File: src/rtl/huff_decoder.sv
// ---------------------------------------------------------------------------
// huff_decoder
//
// Serial prefix-code (Huffman) decoder. A code table of up to MAX_CHAR_COUNT
// entries is captured on a tbl_load pulse. Code bits then arrive MSB-first,
// one per accepted cycle. As soon as the accumulated bits form a complete
// code, the matching character is presented on a valid/ready output port.
//
// Ports
//   clk            : single clock, rising edge
//   reset          : synchronous, active-high
//   tbl_load       : one-cycle pulse, captures the table and starts a stream
//   character      : entry i in bits [8i+7:8i]
//   encoded_value  : code i in bits [N*i +: N], LSB-aligned
//   encoded_mask   : mask i in bits [N*i +: N], contiguous ones from bit 0
//   unique_count   : number of valid table entries
//   bit_in         : serial code bit
//   bit_valid      : bit_in is valid
//   last_bit       : this bit is the final bit of the stream
//   bit_ready      : decoder accepts a bit this cycle (RECV only)
//   char_out       : decoded character
//   char_valid     : char_out is valid
//   char_ready     : downstream accepts char_out
//   char_count     : characters emitted so far (saturating)
//   done           : stream fully decoded (sticky)
//   error          : invalid or truncated code (sticky)
// ---------------------------------------------------------------------------
module huff_decoder #(
  parameter int MAX_CHAR_COUNT    = 4,
  parameter int MAX_STRING_LENGTH = 10
) (
  input  logic                                         clk,
  input  logic                                         reset,
  input  logic                                         tbl_load,
  input  logic [MAX_CHAR_COUNT*8-1:0]                  character,
  input  logic [MAX_CHAR_COUNT*MAX_CHAR_COUNT-1:0]     encoded_value,
  input  logic [MAX_CHAR_COUNT*MAX_CHAR_COUNT-1:0]     encoded_mask,
  input  logic [$clog2(MAX_CHAR_COUNT):0]              unique_count,
  input  logic                                         bit_in,
  input  logic                                         bit_valid,
  input  logic                                         last_bit,
  output logic                                         bit_ready,
  output logic [7:0]                                   char_out,
  output logic                                         char_valid,
  input  logic                                         char_ready,
  output logic [$clog2(MAX_STRING_LENGTH+1)-1:0]       char_count,
  output logic                                         done,
  output logic                                         error
);

  localparam int N   = MAX_CHAR_COUNT;
  localparam int UCW = $clog2(N) + 1;
  localparam int LW  = $clog2(N + 1);
  localparam int CCW = $clog2(MAX_STRING_LENGTH + 1);
  localparam int IW  = (N > 1) ? $clog2(N) : 1;

  localparam logic [CCW-1:0] COUNT_MAX = CCW'(MAX_STRING_LENGTH);

  typedef enum logic [2:0] {
    IDLE = 3'd0,
    RECV = 3'd1,
    EMIT = 3'd2,
    DONE = 3'd3,
    ERR  = 3'd4
  } state_t;

  state_t           state_q;

  // Captured code table
  logic [N*8-1:0]   char_tbl_q;
  logic [N*N-1:0]   val_tbl_q;
  logic [N*N-1:0]   mask_tbl_q;
  logic [UCW-1:0]   ucnt_q;
  logic [LW-1:0]    max_len_q;

  // Bit accumulator for the code currently being received
  logic [N-1:0]     acc_q;
  logic [LW-1:0]    len_q;

  logic [7:0]       char_out_q;
  logic             char_valid_q;
  logic [CCW-1:0]   char_count_q;
  // Remembers whether the bit that completed the pending character was last
  logic             last_q;

  logic [N-1:0]     acc_d;
  logic [LW-1:0]    len_d;
  logic             hit_d;
  logic [IW-1:0]    hit_idx_d;
  logic [LW-1:0]    max_len_d;

  // Code length is the popcount of its (contiguous) mask.
  function automatic logic [LW-1:0] popcount(input logic [N-1:0] m);
    logic [LW-1:0] cnt;
    cnt = '0;
    for (int b = 0; b < N; b++) begin
      cnt = cnt + LW'(m[b]);
    end
    return cnt;
  endfunction

  always_comb begin
    acc_d     = (acc_q << 1) | N'(bit_in);
    len_d     = len_q + LW'(1);
    hit_d     = 1'b0;
    hit_idx_d = '0;
    max_len_d = '0;

    if (ucnt_q == UCW'(1)) begin
      // A single-symbol alphabet needs no bits to disambiguate: every
      // accepted bit stands for character[0] regardless of its value.
      hit_d = 1'b1;
    end else begin
      // Scan downwards so the lowest matching index is the one left standing.
      for (int i = N - 1; i >= 0; i--) begin
        if ((i < int'(ucnt_q)) &&
            (mask_tbl_q[i*N +: N] != '0) &&
            (popcount(mask_tbl_q[i*N +: N]) == len_d) &&
            ((acc_d & mask_tbl_q[i*N +: N]) ==
             (val_tbl_q[i*N +: N] & mask_tbl_q[i*N +: N]))) begin
          hit_d     = 1'b1;
          hit_idx_d = IW'(i);
        end
      end
    end

    // Longest valid code, computed from the table being loaded.
    for (int i = 0; i < N; i++) begin
      if ((i < int'(unique_count)) &&
          (popcount(encoded_mask[i*N +: N]) > max_len_d)) begin
        max_len_d = popcount(encoded_mask[i*N +: N]);
      end
    end
  end

  always_ff @(posedge clk) begin
    if (reset) begin
      state_q      <= IDLE;
      char_tbl_q   <= '0;
      val_tbl_q    <= '0;
      mask_tbl_q   <= '0;
      ucnt_q       <= '0;
      max_len_q    <= '0;
      acc_q        <= '0;
      len_q        <= '0;
      char_out_q   <= '0;
      char_valid_q <= 1'b0;
      char_count_q <= '0;
      last_q       <= 1'b0;
    end else if (tbl_load) begin
      char_tbl_q   <= character;
      val_tbl_q    <= encoded_value;
      mask_tbl_q   <= encoded_mask;
      ucnt_q       <= unique_count;
      max_len_q    <= max_len_d;
      acc_q        <= '0;
      len_q        <= '0;
      char_valid_q <= 1'b0;
      char_count_q <= '0;
      last_q       <= 1'b0;
      state_q      <= RECV;
    end else begin
      case (state_q)
        RECV: begin
          if (bit_valid) begin
            if (hit_d) begin
              acc_q <= '0;
              len_q <= '0;
              if (char_count_q == COUNT_MAX) begin
                // No room for another character in this stream.
                state_q <= ERR;
              end else begin
                char_out_q   <= char_tbl_q[hit_idx_d*8 +: 8];
                char_valid_q <= 1'b1;
                last_q       <= last_bit;
                state_q      <= EMIT;
              end
            end else if (last_bit || (len_d >= max_len_q)) begin
              // Either the stream ended mid-code or the code grew past the
              // longest entry; with an empty table max_len is 0 and the
              // first bit lands here.
              state_q <= ERR;
            end else begin
              acc_q <= acc_d;
              len_q <= len_d;
            end
          end
        end
        EMIT: begin
          if (char_ready) begin
            char_valid_q <= 1'b0;
            if (char_count_q < COUNT_MAX) begin
              char_count_q <= char_count_q + CCW'(1);
            end
            state_q <= last_q ? DONE : RECV;
          end
        end
        default: begin
          // IDLE, DONE and ERR hold until tbl_load or reset.
        end
      endcase
    end
  end

  assign bit_ready  = (state_q == RECV);
  assign char_out   = char_out_q;
  assign char_valid = char_valid_q;
  assign char_count = char_count_q;
  assign done       = (state_q == DONE);
  assign error      = (state_q == ERR);

endmodule

File: config.mk
export PLATFORM = sky130hd
export DESIGN_NAME = huff_decoder
export DESIGN_NICKNAME = d
export VERILOG_FILES = /design/src/rtl/huff_decoder.sv
export SDC_FILE = /design/constraint.sdc
export NUM_CORES = 1
export LEC_CHECK = 0
export ABC_AREA = 0
export BUFFER_PORTS_ARGS = -buffer_cell sky130_fd_sc_hd__buf_2
export CAP_MARGIN = 5
export CORE_ASPECT_RATIO = 2
export CORE_MARGIN = 5
export CORE_UTILIZATION = 53
export CTS_CLUSTER_SIZE = 12
export DETAILED_ROUTE_END_ITERATION = 12
export PLACE_DENSITY = 0.72
export SLEW_MARGIN = 40
export SYNTH_ARGS = -nofsm -noshare
export SYNTH_HDL_FRONTEND = slang
export SYNTH_SLANG_ARGS = --single-unit
export TNS_END_PERCENT = 1
File: constraint.sdc
create_clock -name clk -period 12.1 [get_ports clk]
set_clock_uncertainty 0.15 [all_clocks]
set_input_delay 1.21 -clock clk [delete_from_list [all_inputs] [get_ports clk]]
set_output_delay 1.21 -clock clk [all_outputs]
set_load 0.02 [all_outputs]
==> results by group <==
Status
  – Status: finished, final reports clean

Global routing
  – Global routing usage on met1: 0.220
  – GRT Overall Usage: 0.217
  – Initial antenna violation count: 0
  – Vias in the first global route: 4212
  – GR Overflow Total: 0
  – GRT Max-Usage Layer: met2
  – Global-route wire length before repair: 19900 microns
  – Largest net degree at the start of global routing: 75
  – Met3 Use GR: 0.0285
  – Met2 Use GR: 0.417

STA
  – Count of final setup violators: 0
  – Fmax: 157 MHz
  – Final Worst Setup Slack: 5.73 ns
  – Hold Fails Final Rpt: 0
  – Max_slew headroom: 0.450
  – Tightest Pin Transition: 0.825 ns
  – TNS Setup: 0 ns
  – RSZ-0062 raised after global routing: false
  – Minimum clock period after layout: 6.37 ns
  – Tcrit/Tclk final: 0.527
  – Slew Limit Fails: 0

Clock network
  – Clock tree from TritonCTS: done
  – Clk buf depth: 2
  – Worst skew pair latency: 0.34 ns
  – Post-CTS Resized: 0
  – Post-CTS setup buffer count: 0
  – H-Tree Depth: 3
  – Clock sinks: 93
  – Hold buffers post-CTS: 0
  – CTS buffer count: 9
  – Root buf cell: clkbuf_16
  – Clk slew on worst S/H paths: 0.07 ns

Setup path
  – CP arrival: 6.47 ns
  – Critical path required time: 12.19 ns
  – Family with the most delay on the worst path: compound AO/OA/AOI/OAI gates
  – Critical Path Start Type: input pin
  – Critical path capture point type: flop
  – Slowest stage delay, CP: 0.53 ns
  – WP buf/inv: 3
  – Crit-path slowest cell: fa_1
  – Worst setup path category: input pin to flop
  – Cell repeated most along the worst path: ha_1
  – Worst-path maximum fanout: 5

Floorplanning
  – FP Rows: 50
  – Ports: 90
  – Die Y: 148 microns
  – Core region area: 9380 sq um
  – Initial Util: 0.541
  – Die X: 79.2 microns
  – Total Die Area: 11800 sq um

Synthesis
  – Post-synth ARST share: 0
  – Cells after Synth: 525
  – Area leader, netlist: dfxtp_1
  – Post-synthesis cell type count: 59
  – Synth warnings: 0
  – Synthesized area: 5080 sq um
  – Synth area leaders: dfxtp_1 37%, mux2i_1 14%, ha_1 8.4%, nor2_1 6.9%, xor2_1 3.4%
  – Synth Net Count: 641
  – EDFF count, synth: 0
  – Sequential-to-total area share from yosys stat: 0.367
  – Avg Inst Size Synth: 9.68 sq um
  – Synthesized flop and latch total: 93
  – Synth top area share: 0.367
  – Top FF cell, synth: dfxtp_1

Worst hold path
  – Hold crit path type: flop to flop

Place
  – Port Buffer Count: 89
  – Hpwl dp: 9330 microns
  – Placed Instances: 692
  – Dpl cell area: 5520 sq um
  – Worst slack, placed: 5.40 ns
  – Gpl congestion: 0.805

Routing
  – Vias: 3975
  – WL per Instance: 17.2 microns
  – TritonRoute pass-1 iters: 4
  – Final WL: 12100 microns
  – Post-route ant nets: 0
  – Initial drt markers: 158
  – Routed vias/inst: 5.61
  – Drc violations: 0

Layout
  – Fill count: 829
  – Non-Filler Instances: 708
  – Diodes inserted: 0
  – Area Overhead vs Synth: 14.5%
  – Share of cells above drive strength 1: 0.219
  – Nets: 715
  – Fin area: 5820 sq um

Power
  – VDD IR-drop max: 0.0860 mV
  – Power per cell area: 135 nW/um^2
  – Static leakage: 2.81 nW

Run
  – Max Cap Viol: 0
stage by stage:
stage / hold slack [ns] / total power [mW] / util
2_1_floorplan: 0.305 / 0.463 / -
3_3_place_gp: 0.292 / 0.499 / 0.588
3_5_place_dp: 0.305 / 0.510 / 0.588
4_1_cts: 0.321 / 0.794 / 0.620
5_1_grt: 0.342 / 0.828 / 0.620
6_report: 0.323 / 0.786 / 0.620
cells by family (layout without fill, tap and decap cells):
| group | count (synthesis) | after routing | synth area share |
|---|---|---|---|
| flops | 93 | 93 | 0.367 |
| mux | 72 | 72 | 0.142 |
| simple gates | 156 | 156 | 0.147 |
| fa+ha+maj | 42 | 42 | 0.115 |
| xor+xnor | 30 | 30 | 0.0532 |
| buf+inv | 53 | 132 | 0.0490 |
| compound gates | 79 | 79 | 0.127 |
cells in the mapped netlist, drive strengths merged (3+ instances only):
cell    instances
a211oi          4
a21o            3
a21oi          11
a22o           11
a22oi           9
and2            6
buf             9
clkbuf         19
dfxtp          93
fa              8
ha             34
inv            25
mux2i          70
nand2          14
nand4           7
nor2           95
nor2b           3
nor3            4
nor3b          12
o21ai          17
o221a           8
xnor2           9
xor2           21
state kept, by name, summed over array words and instances, names as in the netlist:
register,cells
val_tbl_q,16
max_len_q,3
acc_q,3
char_valid,1
char_tbl_q,32
char_count,4
ucnt_q,3
mask_tbl_q,16
last_q,1
state_q,3
char_out,8
len_q,3
final timing paths:
path,from,end,slack [ns],cells past startpoint
worst max-delay path,encoded_mask[0],max_len_q[1]$_SDFFE_PP0P_,5.73,26
worst min-delay path,char_out[6]$_SDFFE_PP0P_,char_out[6]$_SDFFE_PP0P_,0.32,1
worst max register to register,mask_tbl_q[13]$_SDFFE_PP0P_,char_out[3]$_SDFFE_PP0P_,8.13,10
worst min register to register,char_out[6]$_SDFFE_PP0P_,char_out[6]$_SDFFE_PP0P_,0.32,1
routing by layer:
| layer | wire length, microns | share of wire |
|---|---|---|
| met1 | 4490 | 0.37 |
| met2 | 6850 | 0.56 |
| met3 | 377 | 0.031 |
| met4 | 431 | 0.035 |
| met5 | 0 | 0 |
placed cells by master (no fill, tap or decap), types with 3 or more instances in the layout:
cell       netlist  layout
a21oi_1         11      11
clkinv_4         0       3
nor2_1          94      94
o21ai_0         17      17
a211oi_1         4       4
nor2b_1          3       3
a22oi_1          9       9
nand2_1         14      14
nor3b_1         12      12
nand4_1          6       6
mux2i_1         70      70
xnor2_1          9       9
a22o_1           8       8
a22o_2           3       3
inv_1           25      25
clkbuf_16        0       9
o221a_2          7       7
fa_1             8       8
buf_4            2       3
dfxtp_1         93      93
xor2_1          20      20
buf_2            2      88
ha_1            34      34
a21o_1           3       3
and2_1           6       6
area by class of cell:
class / count / area (sq um) / area share
well taps: 104 / 130 / 0.0224
multi-input cells: 379 / 2970 / 0.510
inverters: 25 / 93.8 / 0.0161
clock buffers: 9 / 225 / 0.0387
flip-flops and latches: 93 / 1860 / 0.320
repair buffers: 91 / 463 / 0.0796
clock inverters: 7 / 75.1 / 0.0129
power by group:
| group | switching (mW) | internal (mW) |
|---|---|---|
| logic | 0.0901 | 0.0766 |
| clock network | 0.123 | 0.161 |
| registers | 0.0130 | 0.323 |
(Power assumes the default switching activity.)
